File: src/rtl/regfile_write_arbiter.sv
// Two-requester write arbiter in front of a register file: one buffer per requester, one write per cycle.
// Define REGWR_ARB_ROUND_ROBIN_EN for round-robin contention handling; default is fixed priority to A.
module regfile_write_arbiter (
  input  logic        Clk,
  input  logic        ResetN,
  input  logic        ValidA,
  input  logic [4:0]  AddrA,
  input  logic [63:0] DataA,
  output logic        ReadyA,
  input  logic        ValidB,
  input  logic [4:0]  AddrB,
  input  logic [63:0] DataB,
  output logic        ReadyB,
  output logic        RegWr,
  output logic [4:0]  RW,
  output logic [63:0] BusW,
  output logic [31:0] Pending
);

  localparam logic [4:0] XZR = 5'd31;

  logic        full_a;
  logic [4:0]  addr_a_buf;
  logic [63:0] data_a_buf;
  logic        full_b;
  logic [4:0]  addr_b_buf;
  logic [63:0] data_b_buf;
  logic        grant_a;
  logic        grant_b;
  logic        load_a;
  logic        load_b;

`ifdef REGWR_ARB_ROUND_ROBIN_EN
  // ptr=0 favours A, ptr=1 favours B; only contention moves it.
  logic ptr;

  always_comb begin
    grant_a = full_a & (~full_b | ~ptr);
    grant_b = full_b & (~full_a | ptr);
  end

  always_ff @(posedge Clk or negedge ResetN) begin
    if (!ResetN)
      ptr <= 1'b0;
    else if (full_a && full_b)
      ptr <= ~ptr;
  end
`else
  always_comb begin
    grant_a = full_a;
    grant_b = full_b & ~full_a;
  end
`endif

  // A buffer being drained this cycle can take a new entry in the same edge.
  assign ReadyA = ~full_a | grant_a;
  assign ReadyB = ~full_b | grant_b;

  // Writes to XZR are handshaken but never stored.
  assign load_a = ValidA & ReadyA & (AddrA != XZR);
  assign load_b = ValidB & ReadyB & (AddrB != XZR);

  always_ff @(posedge Clk or negedge ResetN) begin
    if (!ResetN) begin
      full_a     <= 1'b0;
      addr_a_buf <= '0;
      data_a_buf <= '0;
    end else if (load_a) begin
      full_a     <= 1'b1;
      addr_a_buf <= AddrA;
      data_a_buf <= DataA;
    end else if (grant_a) begin
      full_a     <= 1'b0;
    end
  end

  always_ff @(posedge Clk or negedge ResetN) begin
    if (!ResetN) begin
      full_b     <= 1'b0;
      addr_b_buf <= '0;
      data_b_buf <= '0;
    end else if (load_b) begin
      full_b     <= 1'b1;
      addr_b_buf <= AddrB;
      data_b_buf <= DataB;
    end else if (grant_b) begin
      full_b     <= 1'b0;
    end
  end

  // RW and BusW hold their last value in idle cycles.
  always_ff @(posedge Clk or negedge ResetN) begin
    if (!ResetN) begin
      RegWr <= 1'b0;
      RW    <= '0;
      BusW  <= '0;
    end else if (grant_a) begin
      RegWr <= 1'b1;
      RW    <= addr_a_buf;
      BusW  <= data_a_buf;
    end else if (grant_b) begin
      RegWr <= 1'b1;
      RW    <= addr_b_buf;
      BusW  <= data_b_buf;
    end else begin
      RegWr <= 1'b0;
    end
  end

  always_comb begin
    Pending = '0;
    for (int r = 0; r < 31; r++) begin
      Pending[r] = (full_a && (addr_a_buf == 5'(r))) ||
                   (full_b && (addr_b_buf == 5'(r)));
    end
  end

endmodule
File: config.mk
export PLATFORM = sky130hd
export DESIGN_NAME = regfile_write_arbiter
export DESIGN_NICKNAME = d
export VERILOG_FILES = /design/src/rtl/regfile_write_arbiter.sv
export SDC_FILE = /design/constraint.sdc
export NUM_CORES = 1
export LEC_CHECK = 0
export BUFFER_PORTS_ARGS = -buffer_cell sky130_fd_sc_hd__clkbuf_2
export CORE_ASPECT_RATIO = 1.4
export CORE_MARGIN = 2
export CORE_UTILIZATION = 55
export CTS_BUF_LIST = sky130_fd_sc_hd__clkbuf_8
export CTS_CLUSTER_SIZE = 20
export DETAILED_ROUTE_END_ITERATION = 7
export PLACE_DENSITY = 0.8
export SYNTH_ARGS = -nofsm -noshare
export SYNTH_HDL_FRONTEND = slang
export SYNTH_SLANG_ARGS = --single-unit
File: constraint.sdc
create_clock -name Clk -period 2.5 [get_ports Clk]
set_input_delay 0.125 -clock Clk [delete_from_list [all_inputs] [get_ports Clk]]
set_output_delay 0.125 -clock Clk [all_outputs]
set_load 0.01 [all_outputs]
# After elaboration in Yosys (flattened, before gate mapping)
# Index checks and enable logic that the tools add are counted.
[totals] inputBits=142 out_inout_bits=104 ff_bits=210
[classes] mux=9 eq_ne=62 reduce_logical=97 bitwise_logic=7
[op_table] operator="equality test 5 bit (second input constant)" count=30
[op_table] operator="2-to-1 mux 64 bit" count=2
[op_table] operator="equality test 5 x 4 -> 1 bit (second input constant)" count=16
[op_table] operator="logical AND 1 bit" count=62
[op_table] operator="equality test 5 x 3 -> 1 bit (second input constant)" count=8
[op_table] operator="logical OR 1 bit" count=31
[op_table] operator="equality test 5 x 2 -> 1 bit (second input constant)" count=4
[op_table] operator="equality test 5 x 1 -> 1 bit (second input constant)" count=2
[op_table] operator="logical NOT 5 bit" count=2
[op_table] operator="2-to-1 mux 5 bit" count=2
[op_table] operator="!= test 5 bit (second input constant)" count=2
[op_table] operator="2-to-1 mux 1 bit" count=5
[op_table] operator="AND 1 bit" count=4
[op_table] operator="nonzero test 2 bit" count=2
[op_table] operator="NOT 1 bit" count=2
[op_table] operator="bitwise OR 1 bit" count=1

# Logic depth before layout (Yosys ltp)
[logic_depth] ltp_word=6 ltp_mapped=7

# Worst setup path before layout
# No wires, ideal clock.
[synth_timing] kind="register to register" start="register full_b" end="register data_b_buf[25]" setup_slack_ns=0.792 arrival_ns=1.580 path_stages_with_launch=8 synth_period_minus_slack_ns=1.708 path_buffers=4 cell_sequence="dfrtp_1 -> buf_2 -> a21bo_1 -> buf_4 -> a31oi_4 -> buf_6 -> buf_6 -> mux2_1"
[synth_between] elab_chain_cells=4
[synth_rtl] item="start, declared" line="25" source="logic full_b;"
[synth_rtl] item="start signal, assigned" line="79" source="full_b <= 1'b0;"
[synth_rtl] item="start signal, assigned" line="83" source="full_b <= 1'b1;"
[synth_rtl] item="start signal, assigned" line="87" source="full_b <= 1'b0;"
[synth_rtl] item="AND 1 bit or NOT 1 bit (tied branches)" line="51, 57"
[synth_rtl] item="bitwise OR 1 bit (*)" line="57" source="assign ReadyB = ~full_b | grant_b;"
[synth_rtl] item="AND 1 bit (*) (2 in a row)" line="61" source="assign load_b = ValidB & ReadyB & (AddrB != XZR);"
[synth_rtl] item="end signal, assigned" line="85" source="data_b_buf <= DataB;"
[synth_rtl] item="end, declared" line="27" source="logic [63:0] data_b_buf;"
# Mark *: on every way between the ends. The rest lies on a longest branch, timed or not.
# A chain may end at the register's enable or synchronous reset.

# Worst setup path in the final report
[layout_timing] start="register addr_a_buf[3]" end="output Pending[2]"
[layout_between] elab_chain_cells=3
[layout_rtl] item="start, declared" line="23" source="logic [4:0] addr_a_buf;"
[layout_rtl] item="start signal, assigned" line="70" source="addr_a_buf <= AddrA;"
[layout_rtl] item="equality test 5 x 2 -> 1 bit" line="113" source="Pending[r] = (full_a && (addr_a_buf == 5'(r))) ||"
[layout_rtl] item="logical AND 1 bit" line="113"
[layout_rtl] item="logical OR 1 bit" line="113"
[layout_rtl] item="end, declared" line="17" source="output logic [31:0] Pending"
# No other way between the ends.

==> results.md <==
- Area of the multi-input gates: 0.003368 mm2
- Seq. cell area: 0.005263 mm2
- Slowest CP cell: or4b_2
- Die width: 111.6 um
- Area of the core: 0.01603 mm2
- CP Launch Type: flop
- Mapped Area: 0.008911 mm2
- WP buf/inv: 1
- GRT Util Overall: 29.47%
- Syn_nets: 842
- Final setup fails: 0
- Worst hold path type: input pin to async pin
- Setup Fix Bufs, Post-CTS: 0
- Asr flop ratio synth: 100.0%
- Max-Cap Viols: 0
- Final net count: 1,228
- # IOs: 246
- Power density cells: 693.1 mW/mm2
- RR Endpoint: full_b$_DFFE_PN0P_
- Worst vdd ir: 0.0005238 V
- R2r setup slk: 0.62 ns
- TritonCTS buffer count: 31
- Via density: 5.470
- Clock-pin slew on the worst setup and hold paths: 0.07 ns
- Setup Skew: 0.01667 ns
- TritonRoute pass-1 iters: 5
- Max incr delay on CP: 0.78 ns
- Final antenna-violating net count: 0
- Register bit total from synthesis: 210
- Input/output buffers: 243
- Fmax achieved: 433.0 MHz
- Htree depth: 1
- DR vias: 7,182
- Max_slew headroom: 54.92%
- Static Leak: 5.979 nW
- Synthesized netlist cell count: 700
- Reg2Reg Launch Point: full_a$_DFF_PN0_
- Commonest cells after routing, fill and taps aside: clkbuf_2 (242), dfrtp_1 (208), dlygate4sd3_1 (147)
- Slew @ Worst Pin: 0.6762 ns
- Starting Density: 55.58%
- Pwr Total: 8.589 mW
- Total Routed Length: 25.50 mm
- Largest net degree at the start of global routing: 81
- Clock Sinks: 210
- RePlAce Congestion: 0.9310
- Data arrival, critical path: 2.18 ns
- Yosys warnings: 0
- Post-synth EDFFs: 0
- Crit path cell chain: or4b_2 -> o22ai_1 -> clkbuf_2
- Outcome: finished, final reports clean
- Fillers: 955
- Worst path required time: 2.38 ns
- Die height: 154.6 um
- Slew Limit Fails: 0
- Hold Fails Final Rpt: 0
- Fin crit share: 92.38%
- RSZ-0062 raised after global routing: no
- Initial antenna violation count: 3
- Top delay family on crit path: simple AND/OR/NAND/NOR gates
- Residual DRC: 0
- Die ar.: 0.01725 mm2
- Row cnt: 55
- CTS Root Cell: clkbuf_8
- Vias in the first global route: 7,885
- First-pass GRT wire length: 40.83 mm
- Final HPWL DP: 14.33 mm
- Util after Layout: 77.28%
- Number of library cell types mapped by synthesis: 30
- Synthesized area per cell: 12.73 um2
- CTS tree: yes
- Worst R2R Path Depth: 4
- Top_reg_cell synth: dfrtp_1
- Critical-path maximum fanout: 10
- Share of layout cells above drive strength 1: 36.13%
- Most common cell after layout, fill and taps aside: clkbuf_2
- Seq/Total Area, Yosys: 58.97%
- Critical Setup Path Class: flop to output pin
- Final min period: 2.309 ns
- Clk_lat worst skew: 0.57 ns
- Area growth, synth to finish: 39.06%
- Deepest clock path buffer count: 3
- DRT iter0 DRCs: 366
- Wire per inst: 19.42 um
- Total global routing overflow: 0
- CP Capture Type: output pin
- TNS Setup: 0 ns
[repair_timing]
item / 4_1_cts / 5_1_grt
gates resized for setup: 0 / 1
endpoints found under the hold margin: 215 / 0
hold buffers: 147 / 0
setup endpoints to repair: 0 / 1
[cell usage after synthesis (6+ instances only)]
cell type | instances | area [um2]
mux2_1 | 38 | 427.9
a21oi_1 | 12 | 60.06
clkbuf_1 | 21 | 78.83
nor2b_1 | 8 | 50.05
mux2_2 | 92 | 1036
buf_4 | 10 | 75.07
nand2b_1 | 6 | 37.54
o22ai_1 | 31 | 193.9
dfrtp_1 | 210 | 5255
buf_2 | 13 | 65.06
nand4_1 | 7 | 43.79
nand2_1 | 74 | 277.8
nand3_1 | 8 | 40.04
mux2i_1 | 66 | 660.6
o21ai_0 | 67 | 335.3
inv_1 | 7 | 26.28
[report_power, final]
group / internal, mW / switching [mW] / leakage, nW
registers: 3.88 / 0.317 / 2.47
logic: 0.835 / 0.814 / 3.14
clock network: 1.43 / 1.32 / 0.367
total: 6.14 / 2.45 / 5.98
[worst register-to-register path, stage by stage, from the launching register on]
cell and delay (ns):
dfrtp_4 0.48, buf_4 0.51, nand2_1 0.15, o21ai_0 0.11, dlygate4sd3_1 0.56
[metal layers]
metal	global-route usage, %	routed length, um	vias to the layer above
met2	54.04	13760	312
met4	12.82	957	0
met3	5.839	1397	77
met5	0	0	-
met1	33.24	9384	3546
li1	-	-	3247
[logic make-up after synthesis]
kind of cell | share of synthesized area [%]
flip-flops | 58.97
multiplexers | 23.84
AO/OA/AOI/OAI | 7.807
AND/OR/NAND/NOR | 5.911
buffers and inverters | 3.384
other | 0.08428
[sequential cells by signal (all words and copies together), names as in the netlist]
signal / flops
RW: 5
full_a: 1
data_a_buf: 64
data_b_buf: 64
RegWr: 1
addr_b_buf: 5
addr_a_buf: 5
full_b: 1
BusW: 64
[layout make-up]
class | count | share of cell area, %
Timing Repair Buffer | 402 | 23.02
Clock inverter | 17 | 0.5856
Clock buffer | 40 | 4.443
Multi-Input combinational cell | 434 | 27.18
Antenna cell | 4 | 0.08078
Tap cell | 199 | 2.009
Inverter | 7 | 0.2120
Sequential cell | 210 | 42.47
[worst max path at each step]
stage / cells after the start / from / end
2_1_floorplan: 7 / full_b$_DFFE_PN0P_ / data_b_buf[25]$_DFFE_PN0P_
4_1_cts: 4 / full_b$_DFFE_PN0P_ / Pending[18]
3_5_place_dp: 4 / full_a$_DFF_PN0_ / data_b_buf[62]$_DFFE_PN0P_
6_report: 3 / addr_a_buf[3]$_DFFE_PN0P_ / Pending[2]
5_1_grt: 3 / addr_a_buf[3]$_DFFE_PN0P_ / Pending[2]
3_3_place_gp: 4 / full_a$_DFF_PN0_ / data_b_buf[4]$_DFFE_PN0P_
[through the flow]
step                      cell area, um2  cells  hold slack [ns]  worst slack, ns
after global placement             10280   1105           0.2031           0.6942
after detailed placement           10280   1105           0.2063           0.6567
final                              12390   1313           0.1594           0.1905
after global routing               12390   1312           0.1891           0.1390
after floorplan                     8911    700          -0.1706           0.7923
after CTS                          12380   1309           0.1823           0.1429
Power figures use the tool's default switching activity.
